$ cat src/rtl/led_pwm_pkg.sv
// led_pwm_pkg
//   Shared definitions for the LED PWM sequencer:
//   - state_t        : sequencer FSM states (encoding is visible in STATUS[1:0])
//   - ADDR_*         : Avalon-MM word addresses of the register map
//   - CTRL_*_BIT     : bit positions inside the CTRL register
//   - eff_periods()  : maps a zero period count to one
package led_pwm_pkg;

    typedef enum logic [1:0] {
        ST_IDLE = 2'd0,
        ST_UP   = 2'd1,
        ST_HOLD = 2'd2,
        ST_DOWN = 2'd3
    } state_t;

    localparam logic [2:0] ADDR_CTRL     = 3'd0;
    localparam logic [2:0] ADDR_MASK     = 3'd1;
    localparam logic [2:0] ADDR_PRESCALE = 3'd2;
    localparam logic [2:0] ADDR_DUTY     = 3'd3;
    localparam logic [2:0] ADDR_FADE     = 3'd4;
    localparam logic [2:0] ADDR_STATUS   = 3'd5;

    localparam int CTRL_EN_BIT   = 0;
    localparam int CTRL_MODE_BIT = 1;

    // A programmed count of 0 behaves like 1 so the fade never stalls.
    function automatic logic [7:0] eff_periods(input logic [7:0] n);
        return (n == 8'd0) ? 8'd1 : n;
    endfunction

endpackage

$ cat src/rtl/led_pwm_timebase.sv
// led_pwm_timebase
//   Prescaler plus free-running PWM counter.
//   Ports:
//     clk, reset_n   : clock, asynchronous active-low reset
//     enable         : when low, both counters are held at zero
//     prescale       : tick period is prescale+1 cycles
//     tick           : one-cycle strobe advancing the PWM counter
//     pwm_cnt        : PWM counter, wraps from all-ones to zero
//     period_end     : tick while pwm_cnt is all-ones (last tick of a period)
module led_pwm_timebase #(
    parameter int PWM_BITS = 8
) (
    input  logic                clk,
    input  logic                reset_n,
    input  logic                enable,
    input  logic [15:0]         prescale,
    output logic                tick,
    output logic [PWM_BITS-1:0] pwm_cnt,
    output logic                period_end
);

    logic [15:0] presc_cnt;

    // ">=" rather than "==" so lowering PRESCALE below the running count
    // ticks immediately instead of wrapping through 65535.
    assign tick       = enable && (presc_cnt >= prescale);
    assign period_end = tick && (pwm_cnt == '1);

    always_ff @(posedge clk or negedge reset_n) begin
        if (!reset_n) begin
            presc_cnt <= '0;
            pwm_cnt   <= '0;
        end else if (!enable) begin
            presc_cnt <= '0;
            pwm_cnt   <= '0;
        end else if (tick) begin
            presc_cnt <= '0;
            pwm_cnt   <= pwm_cnt + PWM_BITS'(1);
        end else begin
            presc_cnt <= presc_cnt + 16'd1;
        end
    end

endmodule

$ cat src/rtl/led_pwm_sequencer.sv
// led_pwm_sequencer
//   Avalon-MM controlled PWM driver for N_LED LEDs with static or
//   triangular fade brightness.
//   Ports:
//     clk, reset_n   : clock, asynchronous active-low reset
//     address        : register word address (0..7)
//     chipselect     : bus select
//     write_n        : active-low write strobe
//     writedata      : write data
//     readdata       : combinational read data, zero wait states
//     out_port       : registered PWM drive, one bit per LED
module led_pwm_sequencer
    import led_pwm_pkg::*;
#(
    parameter int N_LED    = 26,
    parameter int PWM_BITS = 8
) (
    input  logic              clk,
    input  logic              reset_n,
    input  logic [2:0]        address,
    input  logic              chipselect,
    input  logic              write_n,
    input  logic [31:0]       writedata,
    output logic [31:0]       readdata,
    output logic [N_LED-1:0]  out_port
);

    logic                ctrl_en;
    logic                ctrl_mode;
    logic [N_LED-1:0]    mask;
    logic [15:0]         prescale;
    logic [PWM_BITS-1:0] duty;
    logic [7:0]          step_periods;
    logic [7:0]          hold_periods;
    logic                wr_en;

    logic                tick;
    logic                period_end;
    logic [PWM_BITS-1:0] pwm_cnt;

    state_t              state, state_nx;
    logic [PWM_BITS-1:0] cur_duty, cur_duty_nx;
    logic [7:0]          step_cnt, step_cnt_nx;
    logic [7:0]          hold_cnt, hold_cnt_nx;
    logic                mode_q;
    logic                step_due;
    logic                hold_due;

    logic [N_LED-1:0]    led_drive_p1;
    logic                unused_ok;

    assign wr_en     = chipselect && !write_n;
    assign unused_ok = ^{writedata, tick};

    always_ff @(posedge clk or negedge reset_n) begin
        if (!reset_n) begin
            ctrl_en      <= 1'b0;
            ctrl_mode    <= 1'b0;
            mask         <= '0;
            prescale     <= '0;
            duty         <= '0;
            step_periods <= '0;
            hold_periods <= '0;
        end else if (wr_en) begin
            case (address)
                ADDR_CTRL: begin
                    ctrl_en   <= writedata[CTRL_EN_BIT];
                    ctrl_mode <= writedata[CTRL_MODE_BIT];
                end
                ADDR_MASK:     mask     <= writedata[N_LED-1:0];
                ADDR_PRESCALE: prescale <= writedata[15:0];
                ADDR_DUTY:     duty     <= writedata[PWM_BITS-1:0];
                ADDR_FADE: begin
                    step_periods <= writedata[7:0];
                    hold_periods <= writedata[15:8];
                end
                default: ;
            endcase
        end
    end

    always_comb begin
        readdata = '0;
        case (address)
            ADDR_CTRL: begin
                readdata[CTRL_EN_BIT]   = ctrl_en;
                readdata[CTRL_MODE_BIT] = ctrl_mode;
            end
            ADDR_MASK:     readdata[N_LED-1:0]    = mask;
            ADDR_PRESCALE: readdata[15:0]         = prescale;
            ADDR_DUTY:     readdata[PWM_BITS-1:0] = duty;
            ADDR_FADE:     readdata[15:0]         = {hold_periods, step_periods};
            ADDR_STATUS: begin
                readdata[1:0]          = state;
                readdata[8 +: PWM_BITS] = cur_duty;
            end
            default: ;
        endcase
    end

    led_pwm_timebase #(
        .PWM_BITS (PWM_BITS)
    ) u_timebase (
        .clk        (clk),
        .reset_n    (reset_n),
        .enable     (ctrl_en),
        .prescale   (prescale),
        .tick       (tick),
        .pwm_cnt    (pwm_cnt),
        .period_end (period_end)
    );

    assign step_due = (step_cnt >= eff_periods(step_periods) - 8'd1);
    assign hold_due = (hold_cnt >= eff_periods(hold_periods) - 8'd1);

    always_ff @(posedge clk or negedge reset_n) begin
        if (!reset_n) begin
            state    <= ST_IDLE;
            cur_duty <= '0;
            step_cnt <= '0;
            hold_cnt <= '0;
            mode_q   <= 1'b0;
        end else begin
            state    <= state_nx;
            cur_duty <= cur_duty_nx;
            step_cnt <= step_cnt_nx;
            hold_cnt <= hold_cnt_nx;
            mode_q   <= ctrl_mode;
        end
    end

    // cur_duty only moves on period_end, so a running pulse is never cut.
    // A mode flip (mode_q lags ctrl_mode by one cycle) sends the FSM back to
    // IDLE but keeps cur_duty until the restart at the next period_end.
    always_comb begin
        state_nx    = state;
        cur_duty_nx = cur_duty;
        step_cnt_nx = step_cnt;
        hold_cnt_nx = hold_cnt;
        if (!ctrl_en) begin
            state_nx    = ST_IDLE;
            cur_duty_nx = '0;
            step_cnt_nx = '0;
            hold_cnt_nx = '0;
        end else if (ctrl_mode != mode_q) begin
            state_nx    = ST_IDLE;
            step_cnt_nx = '0;
            hold_cnt_nx = '0;
        end else if (period_end) begin
            case (state)
                ST_IDLE: begin
                    step_cnt_nx = '0;
                    hold_cnt_nx = '0;
                    if (ctrl_mode) begin
                        state_nx    = ST_UP;
                        cur_duty_nx = '0;
                    end else begin
                        state_nx    = ST_HOLD;
                        cur_duty_nx = duty;
                    end
                end
                ST_UP: begin
                    if (!step_due) begin
                        step_cnt_nx = step_cnt + 8'd1;
                    end else begin
                        step_cnt_nx = '0;
                        // Covers DUTY lowered below cur_duty and DUTY=0.
                        if (cur_duty >= duty) begin
                            cur_duty_nx = duty;
                            state_nx    = ST_HOLD;
                        end else begin
                            cur_duty_nx = cur_duty + PWM_BITS'(1);
                            if (cur_duty + PWM_BITS'(1) == duty)
                                state_nx = ST_HOLD;
                        end
                    end
                end
                ST_HOLD: begin
                    if (!ctrl_mode) begin
                        cur_duty_nx = duty;
                    end else if (!hold_due) begin
                        hold_cnt_nx = hold_cnt + 8'd1;
                    end else begin
                        hold_cnt_nx = '0;
                        state_nx    = ST_DOWN;
                    end
                end
                ST_DOWN: begin
                    if (!step_due) begin
                        step_cnt_nx = step_cnt + 8'd1;
                    end else begin
                        step_cnt_nx = '0;
                        if (cur_duty <= PWM_BITS'(1)) begin
                            cur_duty_nx = '0;
                            state_nx    = ST_UP;
                        end else begin
                            cur_duty_nx = cur_duty - PWM_BITS'(1);
                        end
                    end
                end
                default: state_nx = ST_IDLE;
            endcase
        end
    end

    // Output stage: one register after the counter compare.
    always_ff @(posedge clk or negedge reset_n) begin
        if (!reset_n) begin
            led_drive_p1 <= '0;
        end else if (!ctrl_en) begin
            led_drive_p1 <= '0;
        end else begin
            led_drive_p1 <= mask & {N_LED{pwm_cnt < cur_duty}};
        end
    end

    assign out_port = led_drive_p1;

endmodule

$ cat config.mk
export PLATFORM = sky130hd
export DESIGN_NAME = led_pwm_sequencer
export DESIGN_NICKNAME = d
export VERILOG_FILES = /design/src/rtl/led_pwm_pkg.sv /design/src/rtl/led_pwm_timebase.sv /design/src/rtl/led_pwm_sequencer.sv
export SDC_FILE = /design/constraint.sdc
export NUM_CORES = 1
export LEC_CHECK = 0
export ABC_AREA = 1
export BUFFER_PORTS_ARGS = -buffer_cell sky130_fd_sc_hd__buf_2
export CAP_MARGIN = 10
export CORE_ASPECT_RATIO = 1.1
export CORE_MARGIN = 4
export CORE_UTILIZATION = 54
export DETAILED_ROUTE_END_ITERATION = 10
export GPL_ROUTABILITY_DRIVEN = 0
export PLACE_DENSITY_LB_ADDON = 0.25
export SYNTH_ARGS = -nofsm -noshare
export SYNTH_HDL_FRONTEND = slang
export SYNTH_HIERARCHICAL = 1
export SYNTH_SLANG_ARGS = --single-unit
$ cat constraint.sdc
create_clock -name clk -period 2.6 [get_ports clk]
set_input_delay 0.78 -clock clk [delete_from_list [all_inputs] [get_ports clk]]
set_output_delay 0.78 -clock clk [all_outputs]
set_load 0.01 [all_outputs]
-- After elaboration in Yosys (flattened, before gate mapping)
Cells that the tools add are included.
- register bits after elaboration: 145
- $add $sub $neg: 8
- muxes and demuxes: 44
- order comparisons: 6
- bitwise operators: 1
- reductions and logical operators: 18
- eq/ne operators: 26
- operator list (cell ; count):
    two-way mux 8 bit ; 22
    one-hot mux 8 bit (4 select lines) ; 2
    adder 8 x 1 -> 8 bit (second input constant) ; 4
    two-way mux 16 bit ; 2
    one-hot mux 8 bit (2 select lines) ; 2
    AND 26 bit ; 1
    two-way mux 26 bit ; 1
    greater-or-equal comparator 8 bit ; 3
    one-hot mux 6 bit (4 select lines) ; 1
    subtractor 8 x 1 -> 8 bit (second input constant) ; 3
    two-way mux 2 bit ; 11
    != test 4 bit (second input constant) ; 5
    adder 16 x 1 -> 16 bit (second input constant) ; 1
    greater-or-equal comparator 16 bit ; 1
    zero test 8 bit ; 2
    one-hot mux 2 bit (6 select lines) ; 1
    AND reduction 2 bit ; 6
    two-way mux 10 bit ; 1
    != test 3 bit (second input constant) ; 3
    == test 8 bit ; 1
    == test 8 bit (second input constant) ; 1
    <= comparator 8 x 1 -> 1 bit (second input constant) ; 1
    < comparator 8 bit ; 1
    one-hot mux 2 bit (4 select lines) ; 1
    other kinds (20) ; 26

-- Longest topological paths before layout
Gate-level depths: netlist of the first run.
- word-level depth: 10
- gate-level depth with buffers: 21
- gate-level depth less buffers: 21

-- Cells and area by module
The synthesis of the first run kept the hierarchy.
- by module, submodules not included (module ; cells an instance ; area an instance (sq um) ; sequential area each (sq um) ; times used):
    led_pwm_sequencer ; 880 ; 7093.1 ; 3027.9 ; 1
    led_pwm_timebase ; 222 ; 1712.9 ; 600.6 ; 1

-- Worst setup path after synthesis of the first run
No wires, ideal clock.
- kind: register to register
- start: reg step_periods[4]
- end: reg cur_duty[1]
- path buffers: 0
- period minus slack after synthesis: 2.663 ns
- stages on the path, launching flop included: 19
- library setup time: 0.066 ns
- slack: -0.063 ns
- arrival time: 2.597 ns
- cells stage by stage: dfrtp_1 nor2_1 inv_1 nor3_1 a21oi_1 ha_1 nand2_1 xnor2_1 inv_1 ha_1 nand2_1 nor2_1 nand4_1 and3_1 nand2_1 nand3_4 nor2_4 nand3_1 nand2_1
- cells in the longest elaborated chain, start to end: 6
- elaborated cells on any way between the ends: 7
- RTL lines (element ; RTL line ; RTL):
    from (decl) ; led_pwm_sequencer.sv:33 ; logic [7:0] step_periods;
    from (signal assigned) ; led_pwm_sequencer.sv:74 ; step_periods <= writedata[7:0];
    zero test 8 bit ; led_pwm_pkg.sv:28 ; return (n == 8'd0) ? 8'd1 : n;
    two-way mux 8 bit (*) ; led_pwm_pkg.sv:28 ;
    subtractor 8 x 1 -> 8 bit (*) ; led_pwm_sequencer.sv:113 ; assign step_due = (step_cnt >= eff_periods(step_periods) - 8'd1);
    greater-or-equal comparator 8 bit (*) ; led_pwm_sequencer.sv:113 ;
    != test 3 bit (no source line) ; -- ;
    AND reduction 5 bit (no source line) (*) ; -- ;
    to (signal assigned) ; led_pwm_sequencer.sv:125 ; cur_duty <= cur_duty_nx;
    to (decl) ; led_pwm_sequencer.sv:42 ; logic [PWM_BITS-1:0] cur_duty, cur_duty_nx;
Mark *: on every way between the ends. The rest lies on a longest branch, timed or not.
A chain may end at the register's enable or synchronous reset.

-- Worst setup path in the final report of the first run
- start: reg hold_periods[4]
- end: reg state[0]
- cells in the longest elaborated chain, start to end: 6
- RTL lines (element ; RTL line ; RTL):
    from (decl) ; led_pwm_sequencer.sv:34 ; logic [7:0] hold_periods;
    from (signal assigned) ; led_pwm_sequencer.sv:75 ; hold_periods <= writedata[15:8];
    zero test 8 bit ; led_pwm_pkg.sv:28 ;
    two-way mux 8 bit (*) ; led_pwm_pkg.sv:28 ;
    subtractor 8 x 1 -> 8 bit (*) ; led_pwm_sequencer.sv:114 ; assign hold_due = (hold_cnt >= eff_periods(hold_periods) - 8'd1);
    greater-or-equal comparator 8 bit (*) ; led_pwm_sequencer.sv:114 ;
    != test 4 bit (no source line) (*) ; -- ;
    AND reduction 7 bit (no source line) (*) ; -- ;
    to (signal assigned) ; led_pwm_sequencer.sv:124 ; state <= state_nx;
    to (decl) ; led_pwm_sequencer.sv:41 ; state_t state, state_nx;
Marked as above.

==> impl_metrics.csv, run 1 <==
group,metric,value,unit
placement,numPortBuffers,84,
floorplan,start_util,0.555,
clocking,clk_pin_slew,0.07,ns
global_routing,grtUsageMet3,0.0512,
power_and_ir_drop,combPwrFrac,0.282,
flow_run,drv_cap,0,
global_routing,grt.overflow.total,0,
power_and_ir_drop,finalPower,7.02,mW
global_routing,met2_usage,0.459,
timing,skew,0.00689,ns
clocking,hold_buffers,0,
yosys,avgSynthCellArea,7.99,um^2
outcome,violations,"negative setup slack",
detailed_routing,num_vias,8240,
clocking,cts_buffers,17,
detailed_routing,drcViolationCount,0,
floorplan,io_pins,97,
detailed_routing,drtIter0Drc,856,
detailed_routing,wl_per_cell,16.9,um
clocking,tritoncts,"yes",
critical_path,start_kind,"register",
finish,drive_above_1_share,0.283,
detailed_routing,antenna_left,0,
timing,fin_crit_sh,1.08,
critical_path,critPathRequiredTime,2.92,ns
timing,finalHoldViolCount,0,
placement,place_hpwl,17.7,mm
timing,max_freq,357,MHz
timing,layout_setup_ws,-0.200,ns
power_and_ir_drop,power_frac_seq,0.382,
detailed_routing,first_pass_iters,6,
global_routing,antenna_found_initial,0,
yosys,netlist_instances,1101,
power_and_ir_drop,intPower,4.62,mW
yosys,synth_warnings,6,
power_and_ir_drop,p_sw_frac,0.343,
hold_path,hp-class,"in2async",
floorplan,design.core.area,15900,um^2
clocking,clkLatencyLatePin,0.43,ns
detailed_routing,drt-total-wl,25.2,mm
critical_path,critPathCaptureType,"register",
timing,finalCriticalPeriod,2.80,ns
clocking,cts_root_buf,"clkbuf_16",
power_and_ir_drop,p_sw,2.41,mW
critical_path,critical_path_class,"reg2reg",
power_and_ir_drop,peakVddDrop,496,uV
detailed_routing,routed_via_density,5.51,
placement,place_inst,1446,
timing,maxSlewHeadroom,0.616,
power_and_ir_drop,power_density,618,nW/um^2
floorplan,fp-row-count,48,
power_and_ir_drop,clkPwrFrac,0.336,
finish,syn2layout_area_growth,29.1,%
timing,tightest_slew,0.573,ns
global_routing,grt.met1_usage,0.348,
global_routing,grt_pass1_wl,39.9,mm
clocking,clock_sinks,145,
global_routing,grt_pass1_vias,8007,
yosys,netlist_area,8800,um^2
finish,nNetsFinal,1381,
timing,finalSetupViolations,25,
floorplan,die_w,130,um
global_routing,busiest_layer,"met2",
outcome,status,"finished with violations",
clocking,htreeDepth,4,
placement,place_ws,-0.360,ns
clocking,ctsLongestPathBuffers,2,
critical_path,cp_max_fo,3,
global_routing,grt.total_usage,0.274,
floorplan,die-area,18400,um^2
timing,maxSlewViolCount,0,
floorplan,die_y,142,um
power_and_ir_drop,p_leak,5.73,nW
critical_path,crit_arrival,3.12,ns
finish,n_antenna_cell,0,
finish,num-fill-cells,1218,
timing,rsz0062_at_grt,"yes",
finish,fin_cells,1495,
global_routing,grt_max_degree,53,
## routing by layer
metal,vias to the layer above,share of wire
met1,3911,0.41
met2,317,0.50
li1,3964,-
met3,48,0.057
met4,0,0.032
met5,-,0
## cell type report
class | instances | area (um^2) | area share
Timing Repair Buffer | 193 | 1400 | 0.123
Clock inverter | 12 | 98.8 | 0.00870
Clock buffer | 20 | 467 | 0.0411
Inverter | 149 | 584 | 0.0514
Multi-Input combinational cell | 776 | 4940 | 0.435
Tap cell | 200 | 250 | 0.0220
Sequential cell | 145 | 3630 | 0.319
## registers in the layout (all words and copies together), names as in the netlist, 2 cells and up
name / count
state: 2
step_cnt: 8
u_timebase/pwm_cnt: 8
duty: 8
u_timebase/presc_cnt: 16
out_port: 26
prescale: 16
step_periods: 8
cur_duty: 8
hold_cnt: 8
mask: 26
hold_periods: 8
## repair_timing
| action | CTS | global route |
|---|---|---|
| resized for setup | 85 | 67 |
| cloned | 0 | 0 |
| setup endpoints to repair | 49 | 43 |
| pin swaps | 42 | 42 |
| buffers inserted | 12 | 7 |
| endpoints found under the hold margin | 0 | 0 |
## through the flow
step / util / setup TNS [ns] / cell area (um^2) / hold WS [ns]
6_report: 0.717 / -3.20 / 11400 / 0.285
4_1_cts: 0.694 / -1.60 / 11000 / 0.295
3_3_place_gp: 0.632 / -4.69 / 10000 / 0.466
5_1_grt: 0.717 / -8.41 / 11400 / 0.314
3_5_place_dp: 0.632 / -6.30 / 10000 / 0.473
2_1_floorplan: - / 0 / 8830 / 0.429
## critical path, cell delays in order (launching register included)
cell and delay (ns):
dfrtp_1 0.41, nor4_4 0.30, nand4_1 0.12, nand2_1 0.11
inv_2 0.06, ha_4 0.17, nand2_2 0.07, xor2_1 0.17
inv_1 0.10, ha_4 0.27, nand2_2 0.06, nor2_4 0.09
nand4_1 0.11, nand4_1 0.14, buf_6 0.16, nand2_4 0.06
nor2_4 0.10, nand2_2 0.06, nand3_1 0.07, nand2_1 0.05
## cells in the final DEF (no fill, tap or decap), types with 26 or more instances in the layout
| master | instances |
|---|---|
| dfrtp_1 | 145 |
| nand2_1 | 228 |
| nor2_2 | 29 |
| buf_4 | 93 |
| a21oi_1 | 37 |
| nand3_1 | 58 |
| xor2_1 | 26 |
| nand4_1 | 35 |
| ha_1 | 54 |
| nor2_1 | 85 |
| inv_1 | 136 |
| buf_2 | 77 |
| o21ai_0 | 73 |
## worst paths after layout
kind | start | end | slack (ns) | cells past startpoint
min reg2reg | mask[3] | mask[3] | 0.49 | 2
max | hold_periods[4] | state[0] | -0.20 | 19
max reg2reg | hold_periods[4] | state[0] | -0.20 | 19
min in group clk | mask[3] | mask[3] | 0.49 | 2
max in group asynchronous | reset_n | step_periods[6] | 1.57 | 2
min | reset_n | cur_duty[2] | 0.29 | 1
## power groups by stage
| stage | logic (mW) | registers, mW | clock network (mW) |
|---|---|---|---|
| 2_1_floorplan | 0.974 | 2.68 | 0 |
| 3_3_place_gp | 1.59 | 2.69 | 0 |
| 3_5_place_dp | 1.63 | 2.70 | 0 |
| 4_1_cts | 1.78 | 2.67 | 2.37 |
| 5_1_grt | 2.18 | 2.71 | 2.47 |
| 6_report | 1.98 | 2.68 | 2.36 |
(Power assumes the default switching activity.)
==> inputs of run 2 (changes only) <==
--- a/config.mk
+++ b/config.mk
@@ -10,7 +10,7 @@
 export CAP_MARGIN = 10
 export CORE_ASPECT_RATIO = 1.1
 export CORE_MARGIN = 4
-export CORE_UTILIZATION = 54
+export CORE_UTILIZATION = 64
 export DETAILED_ROUTE_END_ITERATION = 10
 export GPL_ROUTABILITY_DRIVEN = 0
 export PLACE_DENSITY_LB_ADDON = 0.25
==> constraint.sdc (replaced) <==
create_clock -name clk -period 3.5 [get_ports clk]
set_input_delay 1.05 -clock clk [delete_from_list [all_inputs] [get_ports clk]]
set_output_delay 1.05 -clock clk [all_outputs]
set_load 0.01 [all_outputs]
==> impl_metrics.csv, run 2 (synthesis gave the netlist of run 1 again) <==
group,metric,value,unit
outcome,status,"complete, no violations",
critical_path,critPathCaptureType,"output port",
power_and_ir_drop,power_density,472,nW/um^2
placement,place_hpwl,16.5,mm
critical_path,start_kind,"primary input",
power_and_ir_drop,peakVddDrop,372,uV
hold_path,hp-class,"reg2reg",
floorplan,die_y,131,um
timing,finalCriticalPeriod,3.41,ns
finish,finalInstanceArea,9960,um^2
power_and_ir_drop,intPower,3.14,mW
floorplan,die-area,15700,um^2
timing,finalSetupViolations,0,
critical_path,rrSetupSlack,0.34,ns
critical_path,cp_max_fo,6,
clocking,clk_pin_slew,0.06,ns
power_and_ir_drop,p_sw,1.56,mW
clocking,clock_sinks,145,
placement,place_area,9420,um^2
finish,final_common_cell,"nand2_1",
clocking,htreeDepth,4,
critical_path,critPathRequiredTime,2.45,ns
detailed_routing,first_pass_iters,5,
finish,num-fill-cells,1017,
timing,maxSlewHeadroom,0.366,
power_and_ir_drop,finalPower,4.70,mW
clocking,clkLatencyLatePin,0.43,ns
power_and_ir_drop,p_leak,5.10,nW
global_routing,grt.overflow.total,0,
placement,place_ws,0.162,ns
timing,setup_tns,0,ns
power_and_ir_drop,p_sw_frac,0.332,
finish,drive_above_1_share,0.153,
detailed_routing,num_vias,7989,
critical_path,crit_chain,"buf_2, inv_1, nor3_1, inv_1, o22ai_1, a221oi_1, o211ai_1, buf_2",
timing,layout_setup_ws,0.0890,ns
finish,layout_common_cells,"nand2_1 (247), inv_1 (146), dfrtp_1 (145)",
floorplan,io_pins,97,
power_and_ir_drop,power_frac_seq,0.431,
critical_path,critical_path_class,"in2out",
clocking,tritoncts,"yes",
detailed_routing,drcViolationCount,0,
detailed_routing,wl_per_cell,16.2,um
global_routing,grt.total_usage,0.293,
finish,fin_util,0.748,
clocking,cts_setup_buffers,0,
floorplan,die_w,120,um
clocking,cts_root_buf,"clkbuf_16",
finish,fin_cells,1383,
critical_path,crit_arrival,2.36,ns
finish,multiInputGateArea,4430,um^2
finish,ff_latch_area,3630,um^2
timing,skew,0.0101,ns
global_routing,grt_max_degree,61,
floorplan,start_util,0.661,
global_routing,grt_pass1_wl,36.4,mm
global_routing,antenna_found_initial,0,
finish,nNetsFinal,1286,
timing,tightest_slew,0.949,ns
timing,rsz0062_at_grt,"no",
timing,fin_crit_sh,0.975,
timing,finalHoldViolCount,0,
critical_path,cp_slowest_cell,"a221oi_1",
detailed_routing,drtIter0Drc,722,
timing,maxSlewViolCount,0,
global_routing,grt_pass1_vias,7484,
placement,numPortBuffers,84,
clocking,cts_buffers,17,
finish,syn2layout_area_growth,13.1,%
detailed_routing,drt-total-wl,22.4,mm
timing,hold_ws,0.484,ns
detailed_routing,antenna_left,0,
timing,max_freq,293,MHz
placement,place_inst,1352,
finish,n_antenna_cell,0,
critical_path,max_stage_delay,0.22,ns
clocking,ctsLongestPathBuffers,2,
floorplan,design.core.area,13300,um^2
floorplan,fp-row-count,44,
power_and_ir_drop,combPwrFrac,0.215,
detailed_routing,routed_via_density,5.78,
power_and_ir_drop,clkPwrFrac,0.354,
flow_run,drv_cap,0,
[run 2: cell count changes in the layout (fill, tap and decap cells not counted), moves of 8 or more]
| cell | before | now |
|---|---|---|
| buf_4 | 93 | 11 |
| buf_6 | 17 | 1 |
| inv_1 | 136 | 146 |
| nand2_1 | 228 | 247 |
| nand2_2 | 13 | 2 |
| nand2_4 | 9 | 1 |
| nand3_1 | 58 | 67 |
| nand3_2 | 16 | 7 |
| nor2_1 | 85 | 96 |
[run 2: critical path, delay by kind of cell]
kind / cells / cell delay (ns)
buffers and inverters: 4 / 0.68
AO/OA/AOI/OAI: 3 / 0.54
AND/OR/NAND/NOR: 1 / 0.08
[run 2: power by group through the flow]
stage	Clock, mW	Combinational [mW]	Sequential [mW]
3_5_place_dp	0	0.990	2.05
4_1_cts	1.68	1.00	2.02
3_3_place_gp	0	0.947	2.04
2_1_floorplan	0	0.719	1.99
5_1_grt	1.75	1.15	2.05
6_report	1.66	1.01	2.03
[run 2: worst paths after layout]
| kind | depth (start not counted) | from | end |
|---|---|---|---|
| min reg2reg | 2 | mask[1] | mask[1] |
| max | 8 | address[0] | readdata[1] |
| min in group asynchronous | 1 | reset_n | cur_duty[5] |
| min | 2 | mask[1] | mask[1] |
| max reg2reg | 15 | prescale[13] | step_cnt[7] |
| max in group asynchronous | 2 | reset_n | u_timebase/presc_cnt[8] |
[run 2: timing repair]
item / 4_1_cts / 5_1_grt
hold buffers: 0 / 0
setup endpoints to repair: 0 / 1
gates resized for setup: 0 / 1
[run 2: layout make-up]
type	count	area share
Clock inverter	10	0.00779
Tap cell	184	0.0231
Multi-Input combinational cell	776	0.445
Sequential cell	145	0.364
Timing Repair Buffer	98	0.0572
Clock buffer	21	0.0462
Inverter	149	0.0562
[run 2: metal layers]
metal / up-vias / GRT usage / wire, um
met1: 3769 / 0.372 / 9100
met5: - / 0 / 0
met2: 358 / 0.483 / 10700
met3: 84 / 0.0620 / 1740
li1: 3778 / - / -
met4: 0 / 0.146 / 900
==> inputs of run 3 (changes only) <==
--- a/config.mk
+++ b/config.mk
@@ -13,6 +13,7 @@
 export CORE_UTILIZATION = 64
 export DETAILED_ROUTE_END_ITERATION = 10
 export GPL_ROUTABILITY_DRIVEN = 0
+export GPL_TIMING_DRIVEN = 0
 export PLACE_DENSITY_LB_ADDON = 0.25
 export SYNTH_ARGS = -nofsm -noshare
 export SYNTH_HDL_FRONTEND = slang
==> impl_metrics.csv, run 3 (synthesis gave the netlist of run 1 again) <==
group,metric,value,unit
clocking,cts_buffers,17,
detailed_routing,drcViolationCount,0,
timing,tightest_slew,0.617,ns
global_routing,antenna_found_initial,0,
clocking,tritoncts,"yes",
finish,final_common_cell,"nand2_1",
timing,skew,0.00805,ns
outcome,status,"complete, no violations",
timing,max_freq,288,MHz
critical_path,crit_chain,"buf_2, nor2_1, nand2_2, buf_2, o2111ai_1, buf_2",
detailed_routing,num_vias,8221,
detailed_routing,wl_per_cell,16.7,um
detailed_routing,routed_via_density,5.83,
power_and_ir_drop,power_density,466,nW/um^2
finish,n_antenna_cell,0,
hold_path,hp-class,"reg2reg",
critical_path,crit_buf_inv,3,
finish,finalInstanceArea,10100,um^2
critical_path,cp_max_fo,10,
critical_path,cp_top_family,"buffers and inverters",
critical_path,critPathRequiredTime,2.45,ns
timing,finalHoldViolCount,0,
critical_path,cp_slowest_cell,"o2111ai_1",
timing,finalSetupViolations,0,
timing,maxSlewHeadroom,0.589,
clocking,cts_root_buf,"clkbuf_16",
floorplan,start_util,0.661,
placement,place_area,9510,um^2
critical_path,critical_path_class,"in2out",
floorplan,fp-row-count,44,
flow_run,drv_cap,0,
placement,place_hpwl,17.5,mm
critical_path,cp_common_cell,"buf_2",
global_routing,grt_pass1_vias,7595,
detailed_routing,first_pass_iters,5,
critical_path,critPathCaptureType,"output port",
finish,drive_above_1_share,0.162,
clocking,clk_pin_slew,0.06,ns
clocking,ctsLongestPathBuffers,2,
global_routing,grt_pass1_wl,38.0,mm
detailed_routing,antenna_left,0,
timing,finalCriticalPeriod,3.47,ns
power_and_ir_drop,p_leak,5.19,nW
floorplan,design.core.area,13300,um^2
finish,syn2layout_area_growth,14.9,%
critical_path,start_kind,"primary input",
floorplan,die_w,120,um
critical_path,crit_arrival,2.42,ns
critical_path,max_stage_delay,0.33,ns
detailed_routing,drt-total-wl,23.5,mm
clocking,htreeDepth,4,
floorplan,die-area,15700,um^2
placement,numPortBuffers,84,
global_routing,grt_max_degree,89,
finish,layout_common_cells,"nand2_1 (246), inv_1 (145), dfrtp_1 (145)",
timing,fin_crit_sh,0.992,
clocking,clkLatencyLatePin,0.42,ns
timing,maxSlewViolCount,0,
global_routing,grt.total_usage,0.307,
floorplan,io_pins,97,
finish,nNetsFinal,1314,
timing,hold_ws,0.490,ns
power_and_ir_drop,peakVddDrop,353,uV
detailed_routing,drtIter0Drc,916,
clocking,hold_buffers,0,
clocking,clock_sinks,145,
global_routing,grt.overflow.total,0,
floorplan,die_y,131,um
## run 3: cell types whose count changed in the layout (fill, tap and decap cells not counted), sizes merged
cell,before,now
clkbuf,21,38
buf,98,106
clkinv,2,6
clkinvlp,5,3
## run 3: path summary, 6_finish.rpt
| kind | from | to | slack (ns) | depth (start not counted) |
|---|---|---|---|---|
| hold / removal | ctrl_mode | mode_q | 0.49 | 0 |
| setup / recovery | address[2] | readdata[7] | 0.03 | 6 |
| min in group asynchronous | reset_n | hold_cnt[1] | 0.60 | 1 |
| setup reg to reg | prescale[11] | hold_cnt[6] | 0.36 | 18 |
| hold reg to reg | ctrl_mode | mode_q | 0.49 | 0 |
| max in group asynchronous | reset_n | u_timebase/presc_cnt[13] | 2.09 | 2 |
## run 3: where the power goes
part | switching (mW) | total [mW] | internal (mW)
clock | 0.719 | 1.64 | 0.918
combinational | 0.665 | 1.03 | 0.361
sequential | 0.198 | 2.05 | 1.85
## run 3: cell type report
type / instances / area (um^2)
Buffer: 36 / 208
Clock buffer: 18 / 439
Clock inverter: 12 / 83.8
Fill cell: 984 / 3210
Inverter: 149 / 563
Multi-Input combinational cell: 776 / 4470
Sequential cell: 145 / 3630
Tap cell: 184 / 230
Timing Repair Buffer: 90 / 494
## run 3: repair_timing
action | CTS | global route
setup endpoints to repair | 16 | 11
gates resized for setup | 6 | 7
setup buffers | 0 | 5
pin swaps | 0 | 3
## run 3: routing by layer
layer | global-route usage | wire, um | up-vias
met2 | 0.497 | 11000 | 457
met5 | 0 | 0 | -
met4 | 0.145 | 1120 | 0
li1 | - | - | 3828
met3 | 0.0641 | 2160 | 98
met1 | 0.402 | 9280 | 3838
## run 3: through the flow
stage | setup WS, ns | utilization | setup TNS, ns | std cells | power [mW]
final | 0.0270 | 0.759 | 0 | 1410 | 4.71
after global routing | -0.0469 | 0.759 | -0.128 | 1410 | 4.97
after CTS | 0.0259 | 0.754 | 0 | 1405 | 4.69
after detailed placement | -0.225 | 0.713 | -1.70 | 1375 | 3.06
after global placement | -0.668 | 0.711 | -96.86 | 1374 | 3.01
after floorplan | 0.500 | - | 0 | 1106 | 2.71
